===== src/rtl/mem_arbiter.sv =====
// ---------------------------------------------------------------------------
// mem_arbiter
//
// Round-robin arbiter that shares one single-port memory between NUM_REQ
// requesters. One winning command is latched, driven to the memory until it
// answers with m_ready, and completed with a one-cycle req_ready pulse to
// the winner. Read data is captured into req_rdata and held until the next
// completed read.
//
// Optional feature macro: MEM_TIMEOUT_EN
//   Adds the req_err output and an ISSUE watchdog. If the memory has not
//   answered after TIMEOUT_CYCLES cycles, the transaction is abandoned and
//   completed with req_err=1 alongside req_ready.
//
// Ports:
//   clk        single clock, posedge
//   rst        asynchronous active-low reset
//   req_valid  per-requester command valid, held until its req_ready pulse
//   req_wr_rd  per-requester direction (1=write, 0=read)
//   req_addr   flattened addresses, requester i at [i*ADDR_WIDTH +: ADDR_WIDTH]
//   req_wdata  flattened write data, requester i at [i*WIDTH +: WIDTH]
//   req_ready  one-hot one-cycle completion pulse
//   req_rdata  shared read data, valid while req_ready pulses for a read
//   gnt        one-hot owner of the current transaction, 0 when idle
//   req_err    (MEM_TIMEOUT_EN only) watchdog expiry flag, with req_ready
//   m_valid, m_wr_rd, m_addr, m_wdata   command to the memory
//   m_rdata, m_ready                    response from the memory
// ---------------------------------------------------------------------------
module mem_arbiter #(
    parameter int WIDTH          = 8,
    parameter int DEPTH          = 16,
    parameter int ADDR_WIDTH     = $clog2(DEPTH),
    parameter int NUM_REQ        = 4,
    parameter int TIMEOUT_CYCLES = 15
) (
    input  logic                          clk,
    input  logic                          rst,
    input  logic [NUM_REQ-1:0]            req_valid,
    input  logic [NUM_REQ-1:0]            req_wr_rd,
    input  logic [NUM_REQ*ADDR_WIDTH-1:0] req_addr,
    input  logic [NUM_REQ*WIDTH-1:0]      req_wdata,
    output logic [NUM_REQ-1:0]            req_ready,
    output logic [WIDTH-1:0]              req_rdata,
    output logic [NUM_REQ-1:0]            gnt,
`ifdef MEM_TIMEOUT_EN
    output logic                          req_err,
`endif
    output logic                          m_valid,
    output logic                          m_wr_rd,
    output logic [ADDR_WIDTH-1:0]         m_addr,
    output logic [WIDTH-1:0]              m_wdata,
    input  logic [WIDTH-1:0]              m_rdata,
    input  logic                          m_ready
);

    localparam int IDX_W = (NUM_REQ > 1) ? $clog2(NUM_REQ) : 1;

    // Reject configurations the round-robin scan and watchdog are not built for.
    if (NUM_REQ < 2 || NUM_REQ > 8 || TIMEOUT_CYCLES < 1) begin : g_param_check
        $error("mem_arbiter: NUM_REQ must be 2..8 and TIMEOUT_CYCLES >= 1");
    end

    typedef enum logic [1:0] {
        IDLE  = 2'd0,
        ISSUE = 2'd1,
        RESP  = 2'd2
    } state_t;

    state_t             state;
    logic [IDX_W-1:0]   last_grant;
    logic [IDX_W-1:0]   owner;       // index form of gnt, becomes last_grant

    logic [IDX_W-1:0]   pick;
    logic [NUM_REQ-1:0] pick_oh;
    logic               pick_found;
    logic [IDX_W-1:0]   cand;

`ifdef MEM_TIMEOUT_EN
    localparam int TIMER_W = $clog2(TIMEOUT_CYCLES + 1);
    logic [TIMER_W-1:0] timer;
`endif

    // Round-robin pick: scan from last_grant+1 upward with wrap; the first
    // valid requester found wins.
    // NOTE: every variable gets a default before the loop so no path leaves
    // it unassigned, which would otherwise infer a latch.
    always_comb begin
        pick       = '0;
        pick_oh    = '0;
        pick_found = 1'b0;
        cand       = '0;
        for (int i = 1; i <= NUM_REQ; i++) begin
            cand = IDX_W'((int'(last_grant) + i) % NUM_REQ);
            if (!pick_found && req_valid[cand]) begin
                pick          = cand;
                pick_oh[cand] = 1'b1;
                pick_found    = 1'b1;
            end
        end
    end

    // NOTE: all state and outputs use non-blocking assignments so every
    // register samples pre-edge values regardless of statement order.
    always_ff @(posedge clk or negedge rst) begin
        if (!rst) begin
            // Asynchronous: m_valid, gnt and req_ready drop immediately,
            // aborting any transaction in flight.
            state      <= IDLE;
            last_grant <= IDX_W'(NUM_REQ - 1);
            owner      <= '0;
            gnt        <= '0;
            req_ready  <= '0;
            req_rdata  <= '0;
            m_valid    <= 1'b0;
            m_wr_rd    <= 1'b0;
            m_addr     <= '0;
            m_wdata    <= '0;
`ifdef MEM_TIMEOUT_EN
            req_err    <= 1'b0;
            timer      <= '0;
`endif
        end else begin
            // Completion flags are pulses; they are raised only on the
            // ISSUE->RESP edge below.
            req_ready <= '0;
`ifdef MEM_TIMEOUT_EN
            req_err   <= 1'b0;
`endif
            case (state)
                IDLE: begin
                    if (pick_found) begin
                        // Command is latched here; later changes on the
                        // requester's inputs do not affect this transaction.
                        owner   <= pick;
                        gnt     <= pick_oh;
                        m_valid <= 1'b1;
                        m_wr_rd <= req_wr_rd[pick];
                        m_addr  <= req_addr[pick*ADDR_WIDTH +: ADDR_WIDTH];
                        m_wdata <= req_wdata[pick*WIDTH +: WIDTH];
`ifdef MEM_TIMEOUT_EN
                        timer   <= '0;
`endif
                        state   <= ISSUE;
                    end
                end

                ISSUE: begin
                    if (m_ready) begin
                        if (!m_wr_rd) begin
                            req_rdata <= m_rdata;
                        end
                        m_valid   <= 1'b0;
                        req_ready <= gnt;
                        state     <= RESP;
                    end
`ifdef MEM_TIMEOUT_EN
                    // timer counts completed ISSUE cycles without m_ready;
                    // this edge closes cycle number timer+1.
                    else if (timer == TIMER_W'(TIMEOUT_CYCLES - 1)) begin
                        m_valid   <= 1'b0;
                        req_ready <= gnt;
                        req_err   <= 1'b1;
                        state     <= RESP;
                    end else begin
                        timer <= timer + 1'b1;
                    end
`endif
                end

                RESP: begin
                    last_grant <= owner;
                    gnt        <= '0;
                    state      <= IDLE;
                end

                default: begin
                    state <= IDLE;
                end
            endcase
        end
    end

endmodule

===== config.mk =====
export PLATFORM = sky130hd
export DESIGN_NAME = mem_arbiter
export DESIGN_NICKNAME = d
export VERILOG_FILES = /design/src/rtl/mem_arbiter.sv
export SDC_FILE = /design/constraint.sdc
export NUM_CORES = 1
export LEC_CHECK = 0
export CAP_MARGIN = 40
export CORE_MARGIN = 5
export CORE_UTILIZATION = 39
export DETAILED_ROUTE_END_ITERATION = 7
export GPL_TIMING_DRIVEN = 0
export PLACE_DENSITY_LB_ADDON = 0.05
export SYNTH_ARGS = -nofsm -noshare
export SYNTH_HDL_FRONTEND = slang
export SYNTH_SLANG_ARGS = --single-unit

===== constraint.sdc =====
create_clock -name clk -period 3.2 [get_ports clk]
set_clock_uncertainty 0.2 [all_clocks]
set_input_delay 0.48 -clock clk [delete_from_list [all_inputs] [get_ports clk]]
set_output_delay 0.48 -clock clk [all_outputs]
set_load 0.005 [all_outputs]

# --- Yosys cells after proc, flatten, opt, wreduce, memory -nomap -nowiden ---
# Cells that the tools add are included.
totals:
  latch_bits: 0
  n_memories: 0
  out_inout_bits: 30
  register_bits: 36
  rom_bits: 0
  mem_bits_rw: 0
  inputBits: 67
classes:
  shift: 2
  div_mod_pow: 0
  reduce_logical: 18
  muxes: 40
  multipliers: 0
  bitwise: 4
  order_cmp: 9
  addsub: 4
  n_eq_ne: 4
op_table:
  columns: ["cell", "n"]
  rows:
  - ["$shiftx A32 B6 Y8", 1]
  - ["$mux W4", 7]
  - ["$shiftx A16 B5 Y4", 1]
  - ["$lt A2 B3 Y1 const B", 5]
  - ["$mux W1", 15]
  - ["$mux W2", 6]
  - ["$or A4 B4 Y4", 3]
  - ["$bmux W1 S2", 5]
  - ["$demux W1 S2", 4]
  - ["$ge A2 B1 Y1 const B", 4]
  - ["$pmux W4 S2", 1]
  - ["$logic_and A1 B1 Y1", 7]
  - ["$reduce_and A2 Y1", 3]
  - ["$reduce_and A3 Y1", 2]
  - ["$add A2 B1 Y2 const B", 2]
  - ["$add A2 B2 Y2 const B", 2]
  - ["$ne A2 B2 Y1 const B", 2]
  - ["$pmux W2 S2", 1]
  - ["$reduce_bool A2 Y1", 2]
  - ["$logic_not A1 Y1", 3]
  - ["$eq A2 B1 Y1 const B", 1]
  - ["$eq A2 B2 Y1 const B", 1]
  - ["$logic_not A2 Y1", 1]
  - ["$pmux W1 S2", 1]
  - ["$not A1 Y1", 1]

# --- Longest topological paths before layout ---
logic_depth:
  word_depth: 15
  depth_mapped: 13

# --- Worst setup path before layout ---
# OpenSTA, ideal clock, no wires.
synth_path:
  path_kind: "register to register"
  startpoint: "register last_grant[0]"
  endpoint: "register m_wdata[3]"
  period_less_slack_ps: 3324
  path_slack_ps: -124
  t_arrival_ps: 3047
  path_buffers: 3
  path_stages_with_launch: 12
  setup_time_ps: 77
  t_required_ps: 2923
  cell_sequence: "dfstp_2 > buf_6 > clkbuf_1 > inv_1 > ha_1 > mux4_2 > or4_4 > and2_4 > buf_6 > nand2_2 > o2111ai_1 > a21oi_1"
synth_via:
  elab_chain_cells: 14
synth_lines:
  columns: ["element", "line", "text"]
  rows:
  - ["from (decl)", "70", "logic [IDX_W-1:0] last_grant;"]
  - ["from (signal assigned)", "109", "last_grant <= IDX_W'(NUM_REQ - 1);"]
  - ["from (signal assigned)", "171", "last_grant <= owner;"]
  - ["$add A2 B1 Y2", "93", "cand = IDX_W'((int'(last_grant) + i) % NUM_REQ);"]
  - ["$bmux W1 S2", "94", "if (!pick_found && req_valid[cand]) begin"]
  - ["$mux W1 (not written as such)", "94", null]
  - ["$mux W1", "94", null]
  - ["$logic_not A1 Y1", "94", null]
  - ["$logic_and A1 B1 Y1", "94", null]
  - ["$mux W1", "94", null]
  - ["$logic_not A1 Y1", "94", null]
  - ["$logic_and A1 B1 Y1", "94", null]
  - ["$mux W1", "94", null]
  - ["$logic_not A1 Y1", "94", null]
  - ["$logic_and A1 B1 Y1", "94", null]
  - ["$mux W2 or $mux W1 (tied branches)", "94", null]
  - ["$shiftx A32 B6 Y8 or $reduce_and A2 Y1 (tied branches)", null, null]
  - ["to (signal assigned)", "139", "m_wdata <= req_wdata[pick*WIDTH +: WIDTH];"]
  - ["to (decl)", "51", "output logic [WIDTH-1:0] m_wdata,"]
# Parallel ways exist; a longest one is shown, timed or not. The select of a mux whose other input is x is not followed.
# A chain may end at the register's enable or synchronous reset.

# --- Final worst setup path ---
layout_path:
  startpoint: "register last_grant[1]"
  endpoint: "register m_wdata[3]"
# The elaborated chain is that of the path after synthesis.

==> flow_summary.json <==
{
  "postSynthNetCount": 301,
  "grt_max_degree": 37,
  "worst-path-max-fanout": 8,
  "grt_remaining_overflow": 0,
  "synth_enable_flop_cells": 0,
  "place_inst": 394,
  "final-instance-count-excl-fill": 416,
  "post_route_cells_drive_above_1_share_pct": 21.2,
  "tightestPinTransition_ns": 0.753,
  "timing.critical_path.buf_inv": 3,
  "power.switching_mw": 1.49,
  "finalHoldViolations": 0,
  "synth_top_cell_area_share_pct": 37.5,
  "die_height_um": 86.3,
  "cts_tree": "yes",
  "max_freq_ghz": 0.322,
  "synth_warnings": 0,
  "status": "complete, no violations",
  "ctsRootBufferMaster": "clkbuf_8",
  "drt-total-wl_mm": 6.96,
  "vias_after_detailed_routing": 2268,
  "cells_along_the_critical_path": "clkinvlp_4 > ha_4 > mux4_2 > a21oi_2 > o211ai_1 > buf_4 > buf_4 > a311o_1 > o32ai_2 > a21oi_2",
  "tritoncts_num_sinks": 36,
  "sequentialPowerShare_pct": 22.3,
  "htreeDepth": 2,
  "vdd_ir_drop_max_uv": 694,
  "seq_area_frac_synth_pct": 39.8,
  "core_area_um2": 5570,
  "timing_worst_setup_path_type": "flip-flop to flip-flop",
  "p_total_mw": 3.61,
  "postSynth.topFlopCell": "dfrtp_1",
  "detail_route.wl_per_cell_um": 16.7,
  "final_core_utilization_pct": 65.1,
  "pwr_density_cell_nw_per_um2": 996,
  "cts_max_path_buffers": 2,
  "synth.ff_latch_count": 36,
  "fp.dieArea_um2": 7440,
  "maxSlewViolCount": 0,
  "syn_inst": 226,
  "route.detailed.vias_per_inst": 5.45,
  "syn_area_um2": 2270,
  "clk_latency_ns": 0.28,
  "switching_share_pct": 41.2,
  "post-route-min-period_ns": 3.11,
  "combPwrFrac_pct": 69.2,
  "initial_utilization_pct": 40.7,
  "worstPathArrival_ns": 3.08,
  "worst_slew_margin_relative_to_its_limit_pct": 49.8,
  "first_pass_iters": 4,
  "rows": 27,
  "fp.dieW_um": 86.3,
  "timing.critical_path.max_delay_family": "compound AO/OA/AOI/OAI gates",
  "number_of_max_capacitance_violations_reported": 0,
  "antenna_left": 0,
  "synthArstFlopShare_pct": 100,
  "finalNetCount": 418,
  "reg2reg_setup_slack_ns": 0.09,
  "dp_hpwl_mm": 5.12,
  "share_clk_of_total_power_pct": 8.6,
  "cts.hold.buffers_added": 0,
  "p_leak_nw": 1.52,
  "critical_path.startpoint_type": "flip-flop",
  "num_antenna_cells": 0,
  "clk_pin_slew_worst_paths_ns": 0.07,
  "cp_capture_type": "flip-flop",
  "cts-buffers-inserted": 5,
  "yosysMostFrequentCell": "dfrtp_1",
  "power.internal_mw": 2.13,
  "hold_path_class": "input port to async pin",
  "synth_commonest_cells": "dfrtp_1 (34), a211oi_1 (25), and3_1 (24)",
  "setup_violations": 0,
  "first_global_vias": 2251,
  "grt_util_all_layers_pct": 18.7,
  "antenna_found_initial": 0,
  "critPathSlowestCell": "dfstp_2",
  "crit_required_ns": 3.17,
  "buffer_ports.inserted": 96,
  "synthDistinctLibCells": 41,
  "final.period_utilization_pct": 97.2,
  "drt_first_iter_violations": 67,
  "finalSetupTns_ns": 0,
  "ioPinCount": 97,
  "synth.largest_area_cell": "dfrtp_1",
  "post-route-drc-count": 0,
  "cp_slowest_stage_delay_ns": 0.66,
  "syn_area_per_cell_um2": 10.0,
  "area_delta_synth_final_pct": 60.0,
  "global_route_wire_length_before_repair_mm": 11.0,
  "place_congestion": 0.786,
  "synth.top_cells.by_area": "dfrtp_1 (38%), a211oi_1 (8.3%), and3_1 (6.6%)"
}
==> cell usage in the layout (no fill, tap or decap), drive strengths merged, types with 2 or more instances in the layout <==
cell | netlist | layout
clkdlybuf4s50 | 0 | 95
dfrtp | 34 | 34
buf | 9 | 27
a211oi | 25 | 25
and3 | 24 | 24
nand2 | 19 | 19
o31ai | 13 | 13
clkbuf | 11 | 13
mux2 | 11 | 11
o21ai | 9 | 9
a22oi | 8 | 8
ha | 8 | 8
nor2 | 6 | 6
and2 | 6 | 6
mux4 | 4 | 4
nor2b | 4 | 4
a22o | 4 | 4
a21oi | 4 | 4
a21boi | 3 | 3
inv | 4 | 3
clkinv | 0 | 3
mux2i | 2 | 2
dfstp | 2 | 2
==> path summary, 6_finish.rpt <==
check,from,to,cells after the start
hold / removal,rst,req_ready[2]$_DFF_PN0_,1
max in group asynchronous,rst,req_rdata[7]$_DFFE_PN0P_,1
min in group clk,owner[0]$_DFFE_PN0P_,owner[0]$_DFFE_PN0P_,2
hold reg to reg,owner[0]$_DFFE_PN0P_,owner[0]$_DFFE_PN0P_,2
setup / recovery,last_grant[1]$_DFFE_PN1P_,m_wdata[3]$_DFFE_PN0P_,10
setup reg to reg,last_grant[1]$_DFFE_PN1P_,m_wdata[3]$_DFFE_PN0P_,10
==> per-stage QoR <==
step                hold slack [ns]  cell area (um^2)  setup slack (ns)
finish                       0.0612              3630            0.0900
global route                  0.133              3630         -0.000691
CTS                          0.0860              3500            0.0324
detailed placement            0.260              3320            -0.413
global placement              0.257              3320            -0.370
floorplan                   -0.0156              2270           0.00472
==> power groups by stage <==
stage          registers [mW]  logic, mW  clock network (mW)
2_1_floorplan           0.800       1.34                   0
3_3_place_gp            0.798       2.10                   0
3_5_place_dp            0.803       2.13                   0
4_1_cts                 0.809       2.30               0.319
5_1_grt                 0.833       2.75               0.344
6_report                0.805       2.50               0.310
==> flip-flops by register name, summed over array words and instances, names as in the netlist <==
name	cells
req_ready	4
m_wr_rd	1
m_wdata	8
last_grant	2
m_addr	4
gnt	4
state	2
req_rdata	8
m_valid	1
owner	2
==> final cells by class <==
type,count,area (um^2)
Fill cell,454,1950
Multi-Input combinational cell,166,1320
Timing Repair Buffer,112,1070
Sequential cell,36,903
Buffer,18,131
Tap cell,72,90.1
Clock buffer,5,68.8
Inverter,4,21.3
Clock inverter,3,18.8
==> kinds of logic (layout without fill, tap and decap cells) <==
family                     after synthesis  after routing  synth area share [%]
DFF                                     36             36                  39.8
and+or+nand+nor                         65             65                  15.9
AOI/OAI and AO/OA                       76             76                  24.5
adders and majority gates                8              8                  4.41
muxes                                   17             17                  10.3
buffers and inverters                   24            142                  5.02
==> repair_timing <==
| action | CTS | global route |
|---|---|---|
| pin swaps | 2 | 4 |
| gates resized for setup | 22 | 12 |
| setup endpoints to repair | 20 | 17 |
| setup buffers | 3 | 12 |
| cloned | 0 | 1 |
==> routing by layer <==
metal	vias up	wire [um]	track usage (%)
met4	0	159	6.09
met2	88	3440	31.7
met5	-	0	0
met3	13	522	5.89
li1	1097	-	-
met1	1070	2830	22.4
Power figures use the tool's default switching activity.
